**src/rtl/axi_pkg.sv**
```systemverilog
// Shared AXI constants and arbiter state encoding for the core read path.
package axi_pkg;
    localparam logic [1:0] AXI_BURST_INCR = 2'b01;
    localparam logic [1:0] AXI_RESP_OKAY  = 2'b00;

    localparam int RD_REQ_ICACHE = 0;
    localparam int RD_REQ_DCACHE = 1;

    typedef enum logic [1:0] {
        ST_IDLE = 2'd0,
        ST_ADDR = 2'd1,
        ST_DATA = 2'd2
    } arb_state_t;
endpackage

```
**src/rtl/axi_rd_arbiter_if.sv**
```systemverilog
// Requester-side and AXI-read-side bundles for the read arbiter.
interface rd_req_if #(parameter int AXI_DATA_WIDTH = 128);
    logic [1:0]                req_valid;
    logic [1:0]                req_ready;
    logic [31:0]               req_addr0;
    logic [31:0]               req_addr1;
    logic [7:0]                req_len0;
    logic [7:0]                req_len1;
    logic [2:0]                req_size0;
    logic [2:0]                req_size1;
    logic [1:0]                resp_valid;
    logic [1:0]                resp_ready;
    logic [AXI_DATA_WIDTH-1:0] resp_data;
    logic                      resp_last;
    logic                      resp_err;

    modport master (
        output req_valid, req_addr0, req_addr1, req_len0, req_len1,
               req_size0, req_size1, resp_ready,
        input  req_ready, resp_valid, resp_data, resp_last, resp_err
    );
    modport slave (
        input  req_valid, req_addr0, req_addr1, req_len0, req_len1,
               req_size0, req_size1, resp_ready,
        output req_ready, resp_valid, resp_data, resp_last, resp_err
    );
endinterface

interface axi_rd_if #(parameter int AXI_DATA_WIDTH = 128, parameter int ID_W = 4);
    logic [ID_W-1:0]           arid;
    logic [31:0]               araddr;
    logic [7:0]                arlen;
    logic [2:0]                arsize;
    logic [1:0]                arburst;
    logic [1:0]                arlock;
    logic [3:0]                arcache;
    logic [2:0]                arprot;
    logic                      arvalid;
    logic                      arready;
    logic [ID_W-1:0]           rid;
    logic [AXI_DATA_WIDTH-1:0] rdata;
    logic [1:0]                rresp;
    logic                      rlast;
    logic                      rvalid;
    logic                      rready;

    modport master (
        output arid, araddr, arlen, arsize, arburst, arlock, arcache, arprot,
               arvalid, rready,
        input  arready, rid, rdata, rresp, rlast, rvalid
    );
    modport slave (
        input  arid, araddr, arlen, arsize, arburst, arlock, arcache, arprot,
               arvalid, rready,
        output arready, rid, rdata, rresp, rlast, rvalid
    );
endinterface

```
**src/rtl/axi_rd_arbiter_rr_arb2.sv**
```systemverilog
// Combinational 2-way round-robin selector; on a tie the side that did not win last time wins.
module rr_arb2
    import axi_pkg::*;
(
    input  logic [1:0] i_req,
    input  logic       i_last,
    output logic [1:0] o_grant
);
    always_comb begin
        o_grant = 2'b00;
        case (i_req)
            2'b01:   o_grant[RD_REQ_ICACHE] = 1'b1;
            2'b10:   o_grant[RD_REQ_DCACHE] = 1'b1;
            2'b11:   o_grant = i_last ? 2'b01 : 2'b10;
            default: o_grant = 2'b00;
        endcase
    end
endmodule

```
**src/rtl/axi_rd_arbiter.sv**
```systemverilog
// Two-requester AXI read arbiter: one burst at a time, AR issued from latched fields, R routed to owner.
//   state   | meaning
//   ST_IDLE | waiting for a request, grant is combinational
//   ST_ADDR | AR beat presented, fields held until arready
//   ST_DATA | R beats routed to the owner until rlast handshake
module axi_rd_arbiter
    import axi_pkg::*;
#(
    parameter int AXI_DATA_WIDTH = 128,
    parameter int ID_W           = 4
) (
    input  logic       aclk,
    input  logic       aresetn,
    rd_req_if.slave    req,
    axi_rd_if.master   axi
);
    arb_state_t                r_state;
    arb_state_t                w_state_nxt;
    logic                      r_last_grant;
    logic                      r_owner;
    logic [31:0]               r_addr;
    logic [7:0]                r_len;
    logic [2:0]                r_size;
    logic [7:0]                r_beat_cnt;
    logic [1:0]                w_grant;
    logic                      w_req_hs;
    logic                      w_beat_hs;
    logic [AXI_DATA_WIDTH-1:0] w_rdata;

    rr_arb2 u_rr_arb2 (
        .i_req   (req.req_valid),
        .i_last  (r_last_grant),
        .o_grant (w_grant)
    );

    // w_grant is already qualified by req_valid, so any set bit is a handshake
    assign w_req_hs  = (r_state == ST_IDLE) && (|w_grant);
    assign w_beat_hs = (r_state == ST_DATA) && axi.rvalid && req.resp_ready[r_owner];

    assign w_rdata       = axi.rdata;
    assign req.resp_data = w_rdata;

    assign axi.arid    = ID_W'(r_owner);
    assign axi.araddr  = r_addr;
    assign axi.arlen   = r_len;
    assign axi.arsize  = r_size;
    assign axi.arburst = AXI_BURST_INCR;
    assign axi.arlock  = 2'b00;
    assign axi.arcache = 4'b0000;
    assign axi.arprot  = 3'b000;

    always_comb begin
        w_state_nxt    = r_state;
        req.req_ready  = 2'b00;
        req.resp_valid = 2'b00;
        req.resp_last  = 1'b0;
        req.resp_err   = 1'b0;
        axi.arvalid    = 1'b0;
        axi.rready     = 1'b0;
        case (r_state)
            ST_IDLE: begin
                req.req_ready = aresetn ? w_grant : 2'b00;
                if (w_req_hs) w_state_nxt = ST_ADDR;
            end
            ST_ADDR: begin
                axi.arvalid = 1'b1;
                if (axi.arready) w_state_nxt = ST_DATA;
            end
            ST_DATA: begin
                axi.rready              = req.resp_ready[r_owner];
                req.resp_valid[r_owner] = axi.rvalid;
                req.resp_last           = axi.rlast;
                // rlast decides where the burst ends; a count disagreement is only flagged
                req.resp_err = (axi.rresp != AXI_RESP_OKAY) ||
                               (axi.rid != ID_W'(r_owner)) ||
                               (axi.rlast != (r_beat_cnt == r_len));
                if (w_beat_hs && axi.rlast) w_state_nxt = ST_IDLE;
            end
            default: w_state_nxt = ST_IDLE;
        endcase
    end

    always_ff @(posedge aclk) begin
        if (!aresetn) begin
            r_state      <= ST_IDLE;
            r_last_grant <= 1'b0;
            r_owner      <= 1'b0;
            r_addr       <= 32'd0;
            r_len        <= 8'd0;
            r_size       <= 3'd0;
            r_beat_cnt   <= 8'd0;
        end else begin
            r_state <= w_state_nxt;
            if (w_req_hs) begin
                r_owner      <= w_grant[RD_REQ_DCACHE];
                r_last_grant <= w_grant[RD_REQ_DCACHE];
                r_addr       <= w_grant[RD_REQ_DCACHE] ? req.req_addr1 : req.req_addr0;
                r_len        <= w_grant[RD_REQ_DCACHE] ? req.req_len1  : req.req_len0;
                r_size       <= w_grant[RD_REQ_DCACHE] ? req.req_size1 : req.req_size0;
                r_beat_cnt   <= 8'd0;
            end else if (w_beat_hs) begin
                r_beat_cnt <= r_beat_cnt + 8'd1;
            end
        end
    end
endmodule
```
**src/flat_wrapper.sv**
```systemverilog
// flat-port wrapper written by rule: the top's interface ports become plain ports
module axi_rd_arbiter_flat import axi_pkg::*;
#(
    parameter int AXI_DATA_WIDTH = 128,
    parameter int ID_W           = 4
)
  (aclk, aresetn, req_req_valid, req_req_addr0, req_req_addr1, req_req_len0, req_req_len1, req_req_size0, req_req_size1, req_resp_ready, req_req_ready, req_resp_valid, req_resp_data, req_resp_last, req_resp_err, axi_arid, axi_araddr, axi_arlen, axi_arsize, axi_arburst, axi_arlock, axi_arcache, axi_arprot, axi_arvalid, axi_rready, axi_arready, axi_rid, axi_rdata, axi_rresp, axi_rlast, axi_rvalid);
  rd_req_if #(.AXI_DATA_WIDTH(AXI_DATA_WIDTH)) req_i ();
  axi_rd_if #(.AXI_DATA_WIDTH(AXI_DATA_WIDTH), .ID_W(ID_W)) axi_i ();
  input  logic aclk;
  input  logic aresetn;
  input wire logic [$bits(req_i.req_valid)-1:0] req_req_valid;
  input wire logic [$bits(req_i.req_addr0)-1:0] req_req_addr0;
  input wire logic [$bits(req_i.req_addr1)-1:0] req_req_addr1;
  input wire logic [$bits(req_i.req_len0)-1:0] req_req_len0;
  input wire logic [$bits(req_i.req_len1)-1:0] req_req_len1;
  input wire logic [$bits(req_i.req_size0)-1:0] req_req_size0;
  input wire logic [$bits(req_i.req_size1)-1:0] req_req_size1;
  input wire logic [$bits(req_i.resp_ready)-1:0] req_resp_ready;
  output wire logic [$bits(req_i.req_ready)-1:0] req_req_ready;
  output wire logic [$bits(req_i.resp_valid)-1:0] req_resp_valid;
  output wire logic [$bits(req_i.resp_data)-1:0] req_resp_data;
  output wire logic [$bits(req_i.resp_last)-1:0] req_resp_last;
  output wire logic [$bits(req_i.resp_err)-1:0] req_resp_err;
  output wire logic [$bits(axi_i.arid)-1:0] axi_arid;
  output wire logic [$bits(axi_i.araddr)-1:0] axi_araddr;
  output wire logic [$bits(axi_i.arlen)-1:0] axi_arlen;
  output wire logic [$bits(axi_i.arsize)-1:0] axi_arsize;
  output wire logic [$bits(axi_i.arburst)-1:0] axi_arburst;
  output wire logic [$bits(axi_i.arlock)-1:0] axi_arlock;
  output wire logic [$bits(axi_i.arcache)-1:0] axi_arcache;
  output wire logic [$bits(axi_i.arprot)-1:0] axi_arprot;
  output wire logic [$bits(axi_i.arvalid)-1:0] axi_arvalid;
  output wire logic [$bits(axi_i.rready)-1:0] axi_rready;
  input wire logic [$bits(axi_i.arready)-1:0] axi_arready;
  input wire logic [$bits(axi_i.rid)-1:0] axi_rid;
  input wire logic [$bits(axi_i.rdata)-1:0] axi_rdata;
  input wire logic [$bits(axi_i.rresp)-1:0] axi_rresp;
  input wire logic [$bits(axi_i.rlast)-1:0] axi_rlast;
  input wire logic [$bits(axi_i.rvalid)-1:0] axi_rvalid;
  assign req_i.req_valid = req_req_valid;
  assign req_i.req_addr0 = req_req_addr0;
  assign req_i.req_addr1 = req_req_addr1;
  assign req_i.req_len0 = req_req_len0;
  assign req_i.req_len1 = req_req_len1;
  assign req_i.req_size0 = req_req_size0;
  assign req_i.req_size1 = req_req_size1;
  assign req_i.resp_ready = req_resp_ready;
  assign req_req_ready = req_i.req_ready;
  assign req_resp_valid = req_i.resp_valid;
  assign req_resp_data = req_i.resp_data;
  assign req_resp_last = req_i.resp_last;
  assign req_resp_err = req_i.resp_err;
  assign axi_arid = axi_i.arid;
  assign axi_araddr = axi_i.araddr;
  assign axi_arlen = axi_i.arlen;
  assign axi_arsize = axi_i.arsize;
  assign axi_arburst = axi_i.arburst;
  assign axi_arlock = axi_i.arlock;
  assign axi_arcache = axi_i.arcache;
  assign axi_arprot = axi_i.arprot;
  assign axi_arvalid = axi_i.arvalid;
  assign axi_rready = axi_i.rready;
  assign axi_i.arready = axi_arready;
  assign axi_i.rid = axi_rid;
  assign axi_i.rdata = axi_rdata;
  assign axi_i.rresp = axi_rresp;
  assign axi_i.rlast = axi_rlast;
  assign axi_i.rvalid = axi_rvalid;
  axi_rd_arbiter #(.AXI_DATA_WIDTH(AXI_DATA_WIDTH), .ID_W(ID_W)) u_core (.aclk(aclk), .aresetn(aresetn), .req(req_i), .axi(axi_i));
endmodule
```
**config.mk**
```make
export PLATFORM = sky130hd
export DESIGN_NAME = axi_rd_arbiter_flat
export DESIGN_NICKNAME = d
export VERILOG_FILES = /design/src/rtl/axi_pkg.sv /design/src/rtl/axi_rd_arbiter_if.sv /design/src/rtl/axi_rd_arbiter_rr_arb2.sv /design/src/rtl/axi_rd_arbiter.sv /design/src/flat_wrapper.sv
export SDC_FILE = /design/constraint.sdc
export NUM_CORES = 1
export LEC_CHECK = 0
export BUFFER_PORTS_ARGS = -buffer_cell sky130_fd_sc_hd__buf_2
export CAP_MARGIN = 25
export CORE_AREA = 2 2 165 167
export DETAILED_ROUTE_END_ITERATION = 10
export DIE_AREA = 0 0 167 169
export PLACE_DENSITY = 0.46
export SETUP_SLACK_MARGIN = 0.2
export SLEW_MARGIN = 30
export SYNTH_ARGS = -nofsm -noshare
export SYNTH_HDL_FRONTEND = slang
export SYNTH_SLANG_ARGS = --single-unit
```
**constraint.sdc**
```tcl
create_clock -name aclk -period 2.09 [get_ports aclk]
set_input_delay 0.209 -clock aclk [delete_from_list [all_inputs] [get_ports aclk]]
set_output_delay 0.209 -clock aclk [all_outputs]
set_load 0.1 [all_outputs]
```
==> results of run 1 <==
-- cells in the final DEF (no fill, tap or decap), types with 5 or more instances in the layout --
cell       synthesis  layout
xnor2_1           15      12
dfxtp_2            0       9
buf_12             0       5
buf_2              7     149
nor2_2             2       6
buf_4            147       6
dfxtp_1           54      37
nor2_1            11       7
clkbuf_16          0       5
nand2_1           46      46
dfxtp_4            0       8
conb_1             2      14
mux2i_1           43      43
o211a_1           43      43
-- worst max-delay path, delay by kind of cell (launching register included) --
family / cells / cell delay (ns)
buffers and inverters: 1 / 0.19
xor gates and xnor gates: 1 / 0.15
DFF: 1 / 0.36
AOI/OAI and AO/OA: 1 / 0.17
and+or+nand+nor: 2 / 0.56
-- power groups by stage --
stage	combinational, uW	clock [uW]	sequential [uW]
floorplan	1730	0	2000
global placement	1650	0	1240
detailed placement	1650	0	1240
CTS	1670	1030	1220
global route	1740	1050	1230
finish	1650	967	1220
-- sequential cells by signal (all words and copies together), names as in the netlist --
| name | cells |
|---|---|
| u_core.r_owner | 1 |
| u_core.axi.arlen | 8 |
| u_core.r_state | 2 |
| u_core.r_beat_cnt | 8 |
| u_core.axi.araddr | 32 |
| u_core.axi.arsize | 3 |
-- synth_stat cells, drive strengths merged --
| master | instances |
|---|---|
| nor2 | 13 |
| nand2 | 46 |
| or4 | 1 |
| a21oi | 2 |
| nand3b | 1 |
| o21ai | 2 |
| nand3 | 1 |
| nor3 | 3 |
| xor2 | 1 |
| o21a | 3 |
| conb | 2 |
| and3 | 2 |
| nor4 | 4 |
| mux2i | 44 |
| buf | 157 |
| dfxtp | 54 |
| o211a | 43 |
| ha | 1 |
| a21boi | 2 |
| and2 | 1 |
| nand2b | 2 |
| o21bai | 1 |
| nand4 | 4 |
| inv | 3 |
| or3 | 1 |
| nor2b | 2 |
| a31oi | 1 |
| xnor2 | 15 |
| clkbuf | 8 |
-- cell type report --
| class | count | area, um^2 | share of cell area [%] |
|---|---|---|---|
| Sequential cell | 54 | 1120 | 26.7 |
| Multi-Input combinational cell | 210 | 1590 | 37.8 |
| Timing Repair Buffer | 160 | 891 | 21.2 |
| Clock inverter | 3 | 40.0 | 0.951 |
| Clock buffer | 5 | 125 | 2.97 |
| Tap cell | 341 | 427 | 10.1 |
| Inverter | 3 | 11.3 | 0.268 |
-- routing by layer --
layer	GRT usage [%]	part of all wire, %	up-vias
met5	0.870	0.29	-
met4	4.50	4.6	2
met3	5.45	15	48
met2	15.0	51	198
met1	7.15	29	1176
li1	-	-	1280
-- what timing repair did --
item / 4_1_cts / 5_1_grt
setup buffers: 3 / 0
pin swaps: 6 / 3
setup endpoints to repair: 3 / 1
gates resized for setup: 16 / 2
-- through the flow --
stage	total power (uW)	area, um^2	hold WS (ns)	setup WS, ns	setup TNS, ns
detailed placement	2890	3960	0.419	0.307	0
global route	4030	4210	0.237	0.0640	0
floorplan	3730	3840	0.427	-0.0498	-0.0498
CTS	3910	4200	0.219	0.0930	0
global placement	2890	3960	0.419	0.328	0
finish	3830	4210	0.229	0.167	0
-- cells by family (layout without fill, tap and decap cells) --
family	count (synthesis)	after routing
AOI/OAI and AO/OA	54	54
DFF	54	54
muxes	44	44
adders and majority gates	1	1
other	2	14
and+or+nand+nor	81	81
buffers and inverters	168	171
xor gates and xnor gates	16	16
-- how the worst max path moves through the flow --
stage / end / slack (ns)
floorplan: req_resp_err / -0.05
global placement: req_resp_err / 0.33
detailed placement: req_resp_err / 0.31
CTS: req_resp_err / 0.09
global route: req_resp_err / 0.06
finish: req_resp_err / 0.17
==> run summary, run 1 <==
=================================================================================================================
Detailed Route Iter0 Violations ....................................................................           73
Leakage Power ......................................................................................   0.00223 uW
Max stage delay cell, worst path ...................................................................        or3_4
Critical Path Start Type ...........................................................................         flop
Synth Area in XOR/XNOR .............................................................................        3.74%
Final core utilization .............................................................................        15.9%
Post-Synth Simple-Gate Area ........................................................................        9.76%
Cell depth of the worst flop-to-flop path ..........................................................            6
End of the worst register-to-register path ......................................................... u_core.axi.araddr[7]
Fraction of the cycle the final worst path needs ...................................................        92.0%
Final Non-Filler Cells .............................................................................          776
Final global-route overflow total ..................................................................            0
Setup repair after global routing missed its margin ................................................         true
Min-delay src ......................................................................................  axi_arready
Clock input transition at the sequential cells of the worst setup and hold paths ...................      0.07 ns
Path type of the worst setup path .................................................................. flop to primary output
Required time of the critical path .................................................................      1.88 ns
Router iterations before antenna repair ............................................................            4
Class of the worst hold path ....................................................................... input port to flop
Initial standard-cell utilization of the core ......................................................        14.1%
Top-area cell type share of the netlist area .......................................................        29.5%
Outcome ............................................................................................    completed
Final weighted congestion in routability-driven placement ..........................................        0.711
Power density over the cells .......................................................................  911 nW/um^2
Number of hold violations in the final report ......................................................            0
Mean cell area of the mapped netlist ...............................................................    8.91 um^2
Per-cell routed wire length ........................................................................      16.2 um
Die Area ...........................................................................................  28,200 um^2
Vias in the first global route .....................................................................        2,714
FF-to-FF setup slack ...............................................................................      0.50 ns
TritonCTS clock tree ...............................................................................        built
Max-capacitance violation count ....................................................................            0
Internal portion of total power ....................................................................      2070 uW
Sink count of the clock tree .......................................................................           54
Worst setup path startpoint ........................................................................ u_core.r_beat_cnt[4]
CTS hold repair buffers ............................................................................            0
Slowest Stage Delay on Critical Path ...............................................................      0.39 ns
Arrival time reported for the critical path endpoint ...............................................      1.71 ns
Ratio of cells with drive above 1 in the final layout ..............................................        46.2%
Total routing usage reported by global routing .....................................................        8.44%
Largest net degree at the start of global routing ..................................................           79
I/O pin total ......................................................................................          423
Number of failing setup endpoints in the final timing report .......................................            0
Area of the placeable core .........................................................................  26,500 um^2
Dominant combinational cell family by area after synthesis ......................................... buffers and inverters
Maximum operating frequency ........................................................................    0.520 GHz
Cell count after synthesis .........................................................................          420
Final antenna diode count ..........................................................................            0
Min-Delay Path Depth ...............................................................................            3
Root cell of the clock tree ........................................................................    clkbuf_16
Layout overhead on the synthesized area ............................................................        12.4%
Sw Pwr .............................................................................................      1760 uW
Arithmetic-cell share of the synthesized area counting full adders, half adders and majority gates .       0.334%
Cts bufs inserted ..................................................................................            5
Number of antenna violations at the first check in global routing ..................................            0
Synthesis warning total ............................................................................            0
Antenna violation net count after detailed routing .................................................            0
Source-to-sink clock delay at the later pin of the worst-skew pair .................................      0.29 ns
Clock network fraction of total power ..............................................................        25.2%
Combinational fraction of design power .............................................................        43.1%
Number of distinct library cells after synthesis ...................................................           33
Via-per-instance ratio .............................................................................         3.48
Critical path capture point type ................................................................... primary output
Maximum buffer depth of the clock tree .............................................................            2
Drt total wl .......................................................................................      12.6 mm
Most area-consuming cells after synthesis .......................................................... buf_4 (29%), dfxtp_1 (29%), mux2i_1 (11%)
Sequential fraction of design power ................................................................        31.7%
Area fraction in compound gates after synthesis ....................................................        13.4%
CP max FO ..........................................................................................            2
Normalized max-slew margin .........................................................................        65.5%
Die Ht .............................................................................................       169 um
Seq/Total Area, Yosys ..............................................................................        28.9%
Number of cells in the design after placement ......................................................          765
Number of placement rows ...........................................................................           60
Detailed Place HPWL ................................................................................      10.3 mm
Layout Skew ........................................................................................   0.00384 ns
Proportion of synthesized area in mux cells ........................................................        11.9%
FILL cells .........................................................................................        2,980
Die X ..............................................................................................       167 um
Chain of cells forming the critical path ........................................................... xnor2_2 -> nand4_1 -> or3_4 -> a31oi_4 -> buf_12
WHS Endpoint ....................................................................................... u_core.r_state[1]
R2R Path Start ..................................................................................... u_core.r_owner
Maximum level of the CTS H-tree ....................................................................            2
Total via count in the routed design ...............................................................        2,704
First-pass GRT wire length .........................................................................      17.7 mm
Switching fraction of total power ..................................................................        45.9%
Port buffer count ..................................................................................          152
Final Max Slew Viols ...............................................................................            0
Minimum period implied by the final worst setup slack ..............................................      1.92 ns
Worst-Margin Slew ..................................................................................     0.521 ns
Seq cells post-synth ...............................................................................           54
Remaining routing DRC violations ...................................................................            0
Net count reported at finish .......................................................................          664
Cell type with the highest aggregate area in the netlist ...........................................        buf_4
Mapped cell area ...................................................................................    3740 um^2
Largest voltage drop on the vdd net ................................................................     0.386 mV
=================================================================================================================
(Power assumes the default switching activity.)
==> inputs of run 2 (changes only) <==
==> constraint.sdc (replaced) <==
create_clock -name aclk -period 2.09 [get_ports aclk]
set_input_delay 0.418 -clock aclk [delete_from_list [all_inputs] [get_ports aclk]]
set_output_delay 0.418 -clock aclk [all_outputs]
set_load 0.1 [all_outputs]
==> run summary, run 2 (synthesis gave the netlist of run 1 again) <==
===============================================================================================
Largest voltage drop on the vdd net ..............................................     0.350 mV   was 0.386 mV
CP max FO ........................................................................            3   was 2
Final weighted congestion in routability-driven placement ........................        0.693   was 0.711
Normalized max-slew margin .......................................................        65.4%   was 65.5%
Sequential fraction of design power ..............................................        30.5%   was 31.7%
Critical path capture point type ................................................. primary output   unchanged
Antenna violation net count after detailed routing ...............................            0   unchanged
Cts bufs inserted ................................................................            5   unchanged
Final Non-Filler Cells ...........................................................          784   was 776
Max-capacitance violation count ..................................................            0   unchanged
Required time of the critical path ...............................................      1.67 ns   was 1.88 ns
Number of cells in the design after placement ....................................          773   was 765
Clock network fraction of total power ............................................        27.9%   was 25.2%
Die Area .........................................................................  28,200 um^2   unchanged
Arrival time reported for the critical path endpoint .............................      1.75 ns   was 1.71 ns
Setup WS post-layout .............................................................   -0.0779 ns   was 0.167 ns
Total routing usage reported by global routing ...................................        8.32%   was 8.44%
Power density over the cells .....................................................  927 nW/um^2   was 911 nW/um^2
Maximum level of the CTS H-tree ..................................................            2   unchanged
Setup repair after global routing missed its margin ..............................         true   unchanged
Chain of cells forming the critical path ......................................... xnor2_1 -> nand4_1 -> or3_4 -> a31oi_4 -> buf_12   was xnor2_2 -> nand4_1 -> or3_4 -> a31oi_4 -> buf_12
Most frequent cells in the layout ................................................ buf_2 (145), nand2_1 (46), mux2i_1 (43), o211a_1 (43), dfxtp_1 (39)   was buf_2 (149), nand2_1 (46), mux2i_1 (43), o211a_1 (43), dfxtp_1 (37)
Most common cell after layout, fill and taps aside ...............................        buf_2   unchanged
Ratio of cells with drive above 1 in the final layout ............................        46.6%   was 46.2%
Combinational fraction of design power ...........................................        41.6%   was 43.1%
Maximum operating frequency ......................................................    0.461 GHz   was 0.520 GHz
TritonCTS clock tree .............................................................        built   unchanged
Detailed Place HPWL ..............................................................      10.3 mm   about the same
Source-to-sink clock delay at the later pin of the worst-skew pair ...............      0.29 ns   about the same
Area of the placeable core .......................................................  26,500 um^2   unchanged
Max stage delay cell, worst path .................................................        or3_4   unchanged
Worst path bufs/invs .............................................................            1   unchanged
Number of hold violations in the final report ....................................            0   unchanged
Worst slack, placed ..............................................................    0.0854 ns   was 0.307 ns
Class of the worst hold path ..................................................... input port to flop   unchanged
Fraction of the cycle the final worst path needs .................................         104%   was 92.0%
Maximum buffer depth of the clock tree ...........................................            2   unchanged
Number of antenna violations at the first check in global routing ................            1   was 0
Vias in the first global route ...................................................        2,698   was 2,714
Total via count in the routed design .............................................        2,736   was 2,704
Sink count of the clock tree .....................................................           54   unchanged
Die Ht ...........................................................................       169 um   unchanged
Minimum period implied by the final worst setup slack ............................      2.17 ns   was 1.92 ns
Remaining routing DRC violations .................................................            0   unchanged
Die X ............................................................................       167 um   unchanged
Largest net degree at the start of global routing ................................           78   was 79
Layout overhead on the synthesized area ..........................................        14.9%   was 12.4%
Per-cell routed wire length ......................................................      15.9 um   was 16.2 um
Flip-flop count of the largest register after layout .............................           32   unchanged
Slowest Stage Delay on Critical Path .............................................      0.39 ns   about the same
Sw Pwr ...........................................................................      1750 uW   was 1760 uW
Root cell of the clock tree ......................................................    clkbuf_16   unchanged
Number of placement rows .........................................................           60   unchanged
Final global-route overflow total ................................................            0   unchanged
Cell family contributing the most delay on the critical path ..................... simple AND/OR/NAND/NOR gates   unchanged
Path type of the worst setup path ................................................ flop to primary output   unchanged
Router iterations before antenna repair ..........................................            3   was 4
Critical Path Start Type .........................................................         flop   unchanged
Outcome .......................................................................... finished, violations left   was completed
I/O pin total ....................................................................          423   unchanged
Net count reported at finish .....................................................          671   was 664
Detailed Route Iter0 Violations ..................................................           37   was 73
Drt total wl .....................................................................      12.5 mm   was 12.6 mm
Layout Skew ......................................................................   0.00490 ns   was 0.00384 ns
Leakage Power ....................................................................   0.00228 uW   was 0.00223 uW
First-pass GRT wire length .......................................................      17.5 mm   was 17.7 mm
Clock input transition at the sequential cells of the worst setup and hold paths .      0.07 ns   about the same
Number of failing setup endpoints in the final timing report .....................            1   was 0
FILL cells .......................................................................        2,991   was 2,980
Port buffer count ................................................................          152   unchanged
Worst hold-check slack ...........................................................     0.430 ns   was 0.229 ns
Internal portion of total power ..................................................      2240 uW   was 2070 uW
Worst-Margin Slew ................................................................     0.523 ns   was 0.521 ns
Initial standard-cell utilization of the core ....................................        14.1%   unchanged
Final Max Slew Viols .............................................................            0   unchanged
Violations in the final reports .................................................. negative setup slack
Switching fraction of total power ................................................        43.8%   was 45.9%
Via-per-instance ratio ...........................................................         3.49   was 3.48
===============================================================================================
## run 2: power by group through the flow
stage	sequential (uW)	clock [uW]	combinational, uW
2_1_floorplan	2000	0	1730
3_3_place_gp	1230	0	1670
3_5_place_dp	1240	0	1660
4_1_cts	1220	1170	1680
5_1_grt	1230	1200	1750
6_report	1220	1110	1660
## run 2: worst paths after layout
| path | startpoint | to | slack, ns | depth (start not counted) |
|---|---|---|---|---|
| max | u_core.axi.arlen[5] | req_resp_err | -0.08 | 5 |
| min reg2reg | u_core.axi.araddr[8] | u_core.axi.araddr[8] | 0.50 | 1 |
| max reg2reg | u_core.r_state[1] | u_core.axi.arlen[2] | 0.51 | 5 |
| min | aresetn | u_core.axi.arlen[0] | 0.43 | 2 |
## run 2: timing repair
item,in CTS,in global routing
buffers inserted,2,0
setup endpoints to repair,5,4
pin swaps,5,3
cloned,0,0
hold buffers,0,0
gates resized for setup,12,5
endpoints found under the hold margin,0,0
## run 2: per-layer routing
layer | global-route usage (%) | part of all wire, %
met5 | 1.04 | 0.34
met2 | 14.2 | 49
met1 | 6.97 | 29
met3 | 5.73 | 16
met4 | 5.28 | 6.0
## run 2: through the flow
step           cell area (um^2)  setup TNS (ns)  utilization, %  power (uW)
5_1_grt                    4300          -0.145            16.2        4180
4_1_cts                    4280          -0.185            16.2        4070
2_1_floorplan              3840          -0.545               -        3730
3_3_place_gp               4030               0            15.2        2900
3_5_place_dp               4030               0            15.2        2900
6_report                   4300         -0.0779            16.2        3990
## run 2: area by class of cell
| class | count | area [um^2] | share of cell area (%) |
|---|---|---|---|
| multi-input cells | 210 | 1580 | 36.8 |
| flip-flops and latches | 54 | 1120 | 26.0 |
| repair buffers | 167 | 961 | 22.3 |
| well taps | 341 | 427 | 9.92 |
| clock buffers | 6 | 139 | 3.23 |
| clock inverters | 2 | 60.1 | 1.40 |
| inverters | 3 | 11.3 | 0.262 |
| diodes | 1 | 2.50 | 0.0582 |
